File: src/rtl/ram_scan_pkg.sv
// Shared defaults and types for the RAM scan system.
package ram_scan_pkg;

    localparam int DEF_ADDR_W      = 5;
    localparam int DEF_DATA_W      = 4;
    localparam int DEF_DWELL       = 50000000;
    localparam int DEF_SYNC_STAGES = 2;

    // Read-pointer source selected by the synchronized scan enable.
    typedef enum logic {
        MODE_MANUAL = 1'b0,
        MODE_SCAN   = 1'b1
    } scan_mode_e;

    // Map the synchronized scan-enable level onto a read mode.
    function automatic scan_mode_e mode_of(input logic scan_en_s);
        scan_mode_e mode;
        if (scan_en_s) begin
            mode = MODE_SCAN;
        end else begin
            mode = MODE_MANUAL;
        end
        return mode;
    endfunction

endpackage

File: src/rtl/ram_sdp_rf.sv
// Simple dual-port RAM: one write port, one registered read port.
// A read and a write to the same address on the same edge return the
// old word (read-first); the new word is visible one cycle later.
// The array itself is never reset; only the read register is.
module ram_sdp_rf #(
    parameter int ADDR_W = 5,
    parameter int DATA_W = 4
) (
    input  logic              clk,
    input  logic              reset,
    input  logic              i_we,
    input  logic [ADDR_W-1:0] i_waddr,
    input  logic [DATA_W-1:0] i_wdata,
    input  logic [ADDR_W-1:0] i_raddr,
    output logic [DATA_W-1:0] o_rdata
);

    logic [DATA_W-1:0] r_mem [2**ADDR_W];
    logic [DATA_W-1:0] r_rdata;

    // Commit a whole word per write; contents persist across reset.
    always_ff @(posedge clk) begin
        if (i_we) begin
            r_mem[i_waddr] <= i_wdata;
        end
    end

    // Registered read; sampling before the write lands gives read-first.
    always_ff @(posedge clk or negedge reset) begin
        if (!reset) begin
            r_rdata <= '0;
        end else begin
            r_rdata <= r_mem[i_raddr];
        end
    end

    assign o_rdata = r_rdata;

endmodule

File: src/rtl/ram_scan_system.sv
// RAM with synchronized board inputs, edge-triggered writes and a
// manual or auto-scanning read pointer feeding the display layer.
module ram_scan_system
    import ram_scan_pkg::*;
#(
    parameter int ADDR_W      = DEF_ADDR_W,
    parameter int DATA_W      = DEF_DATA_W,
    parameter int DWELL       = DEF_DWELL,
    parameter int SYNC_STAGES = DEF_SYNC_STAGES
) (
    input  logic              clk,
    input  logic              reset,
    input  logic              wr_req,
    input  logic [ADDR_W-1:0] wr_addr,
    input  logic [DATA_W-1:0] wr_data,
    input  logic              scan_en,
    input  logic [ADDR_W-1:0] man_addr,
    output logic [ADDR_W-1:0] wr_addr_q,
    output logic [DATA_W-1:0] wr_data_q,
    output logic              wr_ack,
    output logic [ADDR_W-1:0] rd_addr,
    output logic [DATA_W-1:0] rd_data,
    output logic              rd_valid
);

    // All asynchronous inputs travel together through one chain. The
    // buses come from slow switches, so per-bit skew settles long before
    // the write strobe edge is acted on.
    localparam int IN_W  = 1 + ADDR_W + DATA_W + 1 + ADDR_W;
    localparam int CNT_W = (DWELL > 2) ? $clog2(DWELL) : 1;
    localparam logic [CNT_W-1:0] CNT_LAST = CNT_W'(DWELL - 1);

    logic [IN_W-1:0]   w_async_in;
    logic [IN_W-1:0]   r_sync [SYNC_STAGES];

    logic              w_wr_req_s;
    logic [ADDR_W-1:0] w_wr_addr_s;
    logic [DATA_W-1:0] w_wr_data_s;
    logic              w_scan_en_s;
    logic [ADDR_W-1:0] w_man_addr_s;

    logic              r_wr_req_d;
    logic              r_wr_en;
    logic [ADDR_W-1:0] r_wr_addr_c;
    logic [DATA_W-1:0] r_wr_data_c;
    logic              r_wr_ack;

    scan_mode_e        w_mode;
    logic [CNT_W-1:0]  r_cnt;
    logic [CNT_W-1:0]  w_cnt_nxt;
    logic [ADDR_W-1:0] r_ptr;
    logic [ADDR_W-1:0] w_ptr_nxt;
    logic [ADDR_W-1:0] r_rd_addr;
    logic              r_valid_arm;
    logic              r_rd_valid;
    logic [DATA_W-1:0] w_ram_q;

    assign w_async_in = {wr_req, wr_addr, wr_data, scan_en, man_addr};
    assign {w_wr_req_s, w_wr_addr_s, w_wr_data_s, w_scan_en_s, w_man_addr_s} =
        r_sync[SYNC_STAGES-1];

    // Synchronizer chain for every board input.
    always_ff @(posedge clk or negedge reset) begin
        if (!reset) begin
            for (int i = 0; i < SYNC_STAGES; i++) begin
                r_sync[i] <= '0;
            end
        end else begin
            r_sync[0] <= w_async_in;
            for (int i = 1; i < SYNC_STAGES; i++) begin
                r_sync[i] <= r_sync[i-1];
            end
        end
    end

    // Rising-edge detect on the write strobe; the captured address/data
    // are committed on the following edge and acknowledged after that.
    always_ff @(posedge clk or negedge reset) begin
        if (!reset) begin
            r_wr_req_d  <= 1'b0;
            r_wr_en     <= 1'b0;
            r_wr_addr_c <= '0;
            r_wr_data_c <= '0;
            r_wr_ack    <= 1'b0;
        end else begin
            r_wr_req_d  <= w_wr_req_s;
            r_wr_en     <= w_wr_req_s & ~r_wr_req_d;
            r_wr_addr_c <= w_wr_addr_s;
            r_wr_data_c <= w_wr_data_s;
            r_wr_ack    <= r_wr_en;
        end
    end

    assign w_mode = mode_of(w_scan_en_s);

    // Next read pointer and dwell counter for manual and scan modes.
    always_comb begin
        w_ptr_nxt = r_ptr;
        w_cnt_nxt = r_cnt;
        case (w_mode)
            MODE_MANUAL: begin
                w_ptr_nxt = w_man_addr_s;
                w_cnt_nxt = '0;
            end
            MODE_SCAN: begin
                if (r_cnt == CNT_LAST) begin
                    w_cnt_nxt = '0;
                    w_ptr_nxt = r_ptr + ADDR_W'(1);
                end else begin
                    w_cnt_nxt = r_cnt + CNT_W'(1);
                    w_ptr_nxt = r_ptr;
                end
            end
            default: begin
                w_ptr_nxt = r_ptr;
                w_cnt_nxt = '0;
            end
        endcase
    end

    // Read pointer, dwell counter, aligned read address and valid flag.
    // rd_valid rises on the second edge after reset release.
    always_ff @(posedge clk or negedge reset) begin
        if (!reset) begin
            r_ptr       <= '0;
            r_cnt       <= '0;
            r_rd_addr   <= '0;
            r_valid_arm <= 1'b0;
            r_rd_valid  <= 1'b0;
        end else begin
            r_ptr       <= w_ptr_nxt;
            r_cnt       <= w_cnt_nxt;
            r_rd_addr   <= r_ptr;
            r_valid_arm <= 1'b1;
            r_rd_valid  <= r_valid_arm;
        end
    end

    ram_sdp_rf #(
        .ADDR_W (ADDR_W),
        .DATA_W (DATA_W)
    ) u_ram (
        .clk     (clk),
        .reset   (reset),
        .i_we    (r_wr_en),
        .i_waddr (r_wr_addr_c),
        .i_wdata (r_wr_data_c),
        .i_raddr (r_ptr),
        .o_rdata (w_ram_q)
    );

    assign wr_addr_q = w_wr_addr_s;
    assign wr_data_q = w_wr_data_s;
    assign wr_ack    = r_wr_ack;
    assign rd_addr   = r_rd_addr;
    assign rd_data   = w_ram_q;
    assign rd_valid  = r_rd_valid;

endmodule
File: config.mk
export PLATFORM = sky130hd
export DESIGN_NAME = ram_scan_system
export DESIGN_NICKNAME = d
export VERILOG_FILES = /design/src/rtl/ram_scan_pkg.sv /design/src/rtl/ram_sdp_rf.sv /design/src/rtl/ram_scan_system.sv
export SDC_FILE = /design/constraint.sdc
export NUM_CORES = 1
export LEC_CHECK = 0
export ABC_AREA = 1
export CORE_MARGIN = 4
export CORE_UTILIZATION = 30
export CTS_CLUSTER_DIAMETER = 30
export DETAILED_ROUTE_END_ITERATION = 16
export HOLD_SLACK_MARGIN = 0.05
export SLEW_MARGIN = 20
export SYNTH_ARGS = -nofsm -noshare
export SYNTH_HDL_FRONTEND = slang
export SYNTH_SLANG_ARGS = --single-unit
export TNS_END_PERCENT = 20
File: constraint.sdc
create_clock -name clk -period 1.9 [get_ports clk]
set_input_delay 0.285 -clock clk [delete_from_list [all_inputs] [get_ports clk]]
set_output_delay 0.285 -clock clk [all_outputs]
set_load 0.05 [all_outputs]
==> impl_results.rst <==
.. list-table::
   :header-rows: 1

   * - Metric
     - Value
   * - WP data required
     - 1.62 ns
   * - Number of antenna violations at the first check in global routing
     - 0
   * - Clock skew after layout
     - 0.03080 ns
   * - Count of state elements after synthesis
     - 214
   * - Result of the run
     - finished, final reports clean
   * - RSZ-0062 raised after global routing
     - no
   * - Detailed-route wire length per cell
     - 14.43 um
   * - Chain of cells forming the critical path
     - dlygate4sd2_1
   * - Detailed-router iteration count before antenna repair
     - 5
   * - Starting density of the core
     - 30.65%
   * - Max Clk Rate
     - 0.5632 GHz
   * - Final layout net count
     - 963
   * - Routed length on met2
     - 8951 um
   * - Final worst setup slack
     - 0.1245 ns
   * - GR Util All Layers
     - 12.26%
   * - Ports
     - 38
   * - Post-Synthesis Mean Instance Area
     - 10.16 um^2
   * - Largest net degree at the start of global routing
     - 57
   * - Clock Pin Slew Worst Setup and Hold Paths
     - 0.05 ns
   * - Sum of negative setup slack
     - 0 ns
   * - Most used standard cell by instance count after synthesis
     - sky130_fd_sc_hd__nand2_1
   * - Clock Sinks
     - 214
   * - Startpoint type of the worst setup path
     - register
   * - Half-perimeter wire length after placement
     - 12650 um
   * - Core area
     - 0.02886 mm^2
   * - Fraction of synthesis flops using an asynchronous set or reset pin
     - 40.19%
   * - Number of distinct library cell variants in the gate-level netlist after synthesis
     - 28
   * - Most frequently used flop master after synthesis
     - sky130_fd_sc_hd__edfxtp_1
   * - Post-detailed-route DRC marker count
     - 0
   * - Longest individual stage delay on the worst path
     - 0.56 ns
   * - Worst max-slew margin expressed relative to the limit
     - 57.03%
   * - Area fraction in and, or, nand and nor cells after synthesis
     - 22.59%
   * - Buf/Inv on CP
     - 1
   * - GP Congestion
     - 0.8102
   * - Maximum level of the CTS H-tree
     - 2
   * - Vias in the first global route
     - 6107
   * - DIE AREA
     - 0.03229 mm^2
   * - Maximum ir drop on the vdd rail
     - 0.6576 mV
   * - Transition time at the pin with the least slew margin
     - 0.6446 ns
   * - Category of the worst setup path capture point
     - primary output
   * - Worst Path Class, Setup
     - register to primary output
   * - TritonCTS buffer count
     - 42
   * - Fraction of synthesized cell area taken by the top area cell type
     - 43.46%
   * - Post-synth net total
     - 890
   * - First-pass GRT wire length
     - 32060 um
   * - Final period demand of the worst path
     - 1.776 ns
   * - Final hold violation count
     - 0
   * - Number of cells produced by synthesis
     - 870
   * - Relative area change from synthesis to final layout
     - 25.85%
   * - Met1 layer wirelength in the final routing
     - 8812 um
   * - Xor/xnor share of the synthesized area
     - 0.7923%
   * - Commonest cells post-synth
     - sky130_fd_sc_hd__nand2_1, sky130_fd_sc_hd__edfxtp_1, sky130_fd_sc_hd__nand3_1
   * - Highest routed layer
     - met4
   * - Post-synthesis mux area share
     - 0%
   * - Share of the clock period used by the worst path after layout
     - 93.45%
   * - Share of layout cells above drive strength 1
     - 11.26%
   * - Vias per cell
     - 4.371
   * - Synthesized-area fraction occupied by ao, oa, aoi and oai cells
     - 1.938%
   * - Root Driver
     - sky130_fd_sc_hd__clkbuf_16
   * - Row cnt
     - 62
   * - Pre-CTS setup slack
     - 0.2407 ns
   * - Cell type contributing the most total cell area after synthesis
     - sky130_fd_sc_hd__edfxtp_1
   * - Type of the worst min-delay path
     - input port to async pin
   * - Global route overflow
     - 0
   * - Top fanout value on the critical path
     - 1
   * - Bufs on Longest Clock Path
     - 3
   * - Largest family of logic cells by synthesized area
     - simple AND/OR/NAND/NOR gates
   * - Width of the die
     - 179.7 um
   * - Final-report setup violation count
     - 0
   * - TritonCTS clock tree
     - built
   * - Met3 routed wirelength
     - 1158 um
   * - Final Max Tran Viols
     - 0
   * - Number of DRC markers in iteration 0
     - 397
   * - Vias after detailed routing
     - 5949
   * - Diode insertion count for antenna repair
     - 0
   * - Number of max-cap violations
     - 0
   * - Proportion of synthesized chip area in sequential cells
     - 67.80%
   * - Count of port buffers added during placement
     - 37
   * - Cell Area, Synth
     - 0.008843 mm^2
   * - Critical-path cell with the highest stage delay
     - sky130_fd_sc_hd__dlygate4sd2_1
   * - Die height
     - 179.7 um
   * - Number of warnings printed during yosys synthesis
     - 0
   * - Largest cells by area after synthesis
     - sky130_fd_sc_hd__edfxtp_1, sky130_fd_sc_hd__dfrtp_1, sky130_fd_sc_hd__nand2_1
   * - Total wire length after detailed routing
     - 19640 um
   * - Antenna-violating nets left
     - 0
   * - CP Data Arrival Time
     - 1.49 ns
   * - Cell type group with the largest total delay on the critical path
     - buffers and inverters
   * - EDFF count, synth
     - 128
   * - Power per unit of standard cell area
     - 1204 mW/mm^2
   * - Adder-Cell Fraction of Synth Area
     - 0.2830%
   * - P_leak
     - 0.004658 uW
   * - Worst-skew pair later-pin latency
     - 0.53 ns
   * - Overall power after layout
     - 13400 uW
through the flow:
stage / cell area, um^2 / hold slack [ns] / utilization, % / instances
2_1_floorplan: 8843 / -0.01059 / - / 870
3_3_place_gp: 9752 / 0.1289 / 33.79 / 1282
3_5_place_dp: 9753 / 0.1261 / 33.80 / 1282
4_1_cts: 11130 / 0.1264 / 38.57 / 1361
5_1_grt: 11130 / 0.1486 / 38.57 / 1361
6_report: 11130 / 0.1403 / 38.57 / 1361
cells by family after synthesis:
kind of cell | after synthesis
AO/OA/AOI/OAI | 30
XOR/XNOR | 8
adder cells (fa/ha/maj) | 2
buffers and inverters | 134
flip-flops | 214
other | 1
AND/OR/NAND/NOR | 481
metal layers:
metal  up-vias  track usage, %
met4         0           5.212
met2       154           19.54
met5         -               0
met3        56           2.991
li1       2962               -
met1      2777           16.04
cell type report:
type | instances | area (um^2)
clock buffers | 51 | 1115
clock inverters | 27 | 276.5
fillers | 2856 | 17730
inverters | 100 | 375.4
multi-input cells | 522 | 2268
flip-flops and latches | 214 | 5998
well taps | 384 | 480.5
repair buffers | 63 | 615.6
worst paths after layout:
check	slack [ns]	end	from	depth (start not counted)
hold / removal	0.14	u_ram.o_rdata[2]	reset	2
max in group asynchronous	1.22	r_wr_data_c[1]	reset	3
setup reg to reg	0.21	r_cnt[17]	r_cnt[0]	10
setup / recovery	0.12	rd_data[2]	u_ram.o_rdata[2]	1
min in group clk	0.20	r_sync[25]	wr_data[3]	1
hold reg to reg	0.34	r_sync[1]	r_sync[17]	0
repair_timing:
action,4_1_cts,5_1_grt
buffers inserted,0,0
endpoints found under the setup margin,20,0
gates resized for setup,20,0
endpoints found under the hold margin,86,0
hold buffers,1,0
power by group:
part | total, uW | switching [uW] | internal (uW)
combinational | 1200 | 845 | 353
clock | 7040 | 2420 | 4620
sequential | 5170 | 90.3 | 5080
state kept, by name (all words and copies together), names as in the netlist:
name and flops:
rd_addr 5, r_wr_en 1, wr_ack 1, r_cnt 26, r_valid_arm 1, u_ram.r_mem 128
r_sync 23, r_wr_req_d 1, r_ptr 5, r_wr_data_c 4, wr_addr_q 5, wr_data_q 4
rd_valid 1, r_wr_addr_c 5, u_ram.o_rdata 4
cells in the final DEF (no fill, tap or decap), types with 5 or more instances in the layout:
cell and instances:
sky130_fd_sc_hd__edfxtp_1 128, sky130_fd_sc_hd__buf_12 6, sky130_fd_sc_hd__dlygate4sd2_1 20, sky130_fd_sc_hd__buf_4 20, sky130_fd_sc_hd__nand2_1 256, sky130_fd_sc_hd__nor2_2 8, sky130_fd_sc_hd__nand3_1 108, sky130_fd_sc_hd__xor2_1 5
sky130_fd_sc_hd__clkinv_1 7, sky130_fd_sc_hd__clkinv_2 6, sky130_fd_sc_hd__clkbuf_16 42, sky130_fd_sc_hd__dfrtp_1 84, sky130_fd_sc_hd__inv_1 96, sky130_fd_sc_hd__clkbuf_1 6, sky130_fd_sc_hd__nor2_1 99, sky130_fd_sc_hd__nor3_1 5
sky130_fd_sc_hd__clkdlybuf4s50_1 16, sky130_fd_sc_hd__o21ai_0 8, sky130_fd_sc_hd__a21oi_1 14
Power figures use the tool's default switching activity.
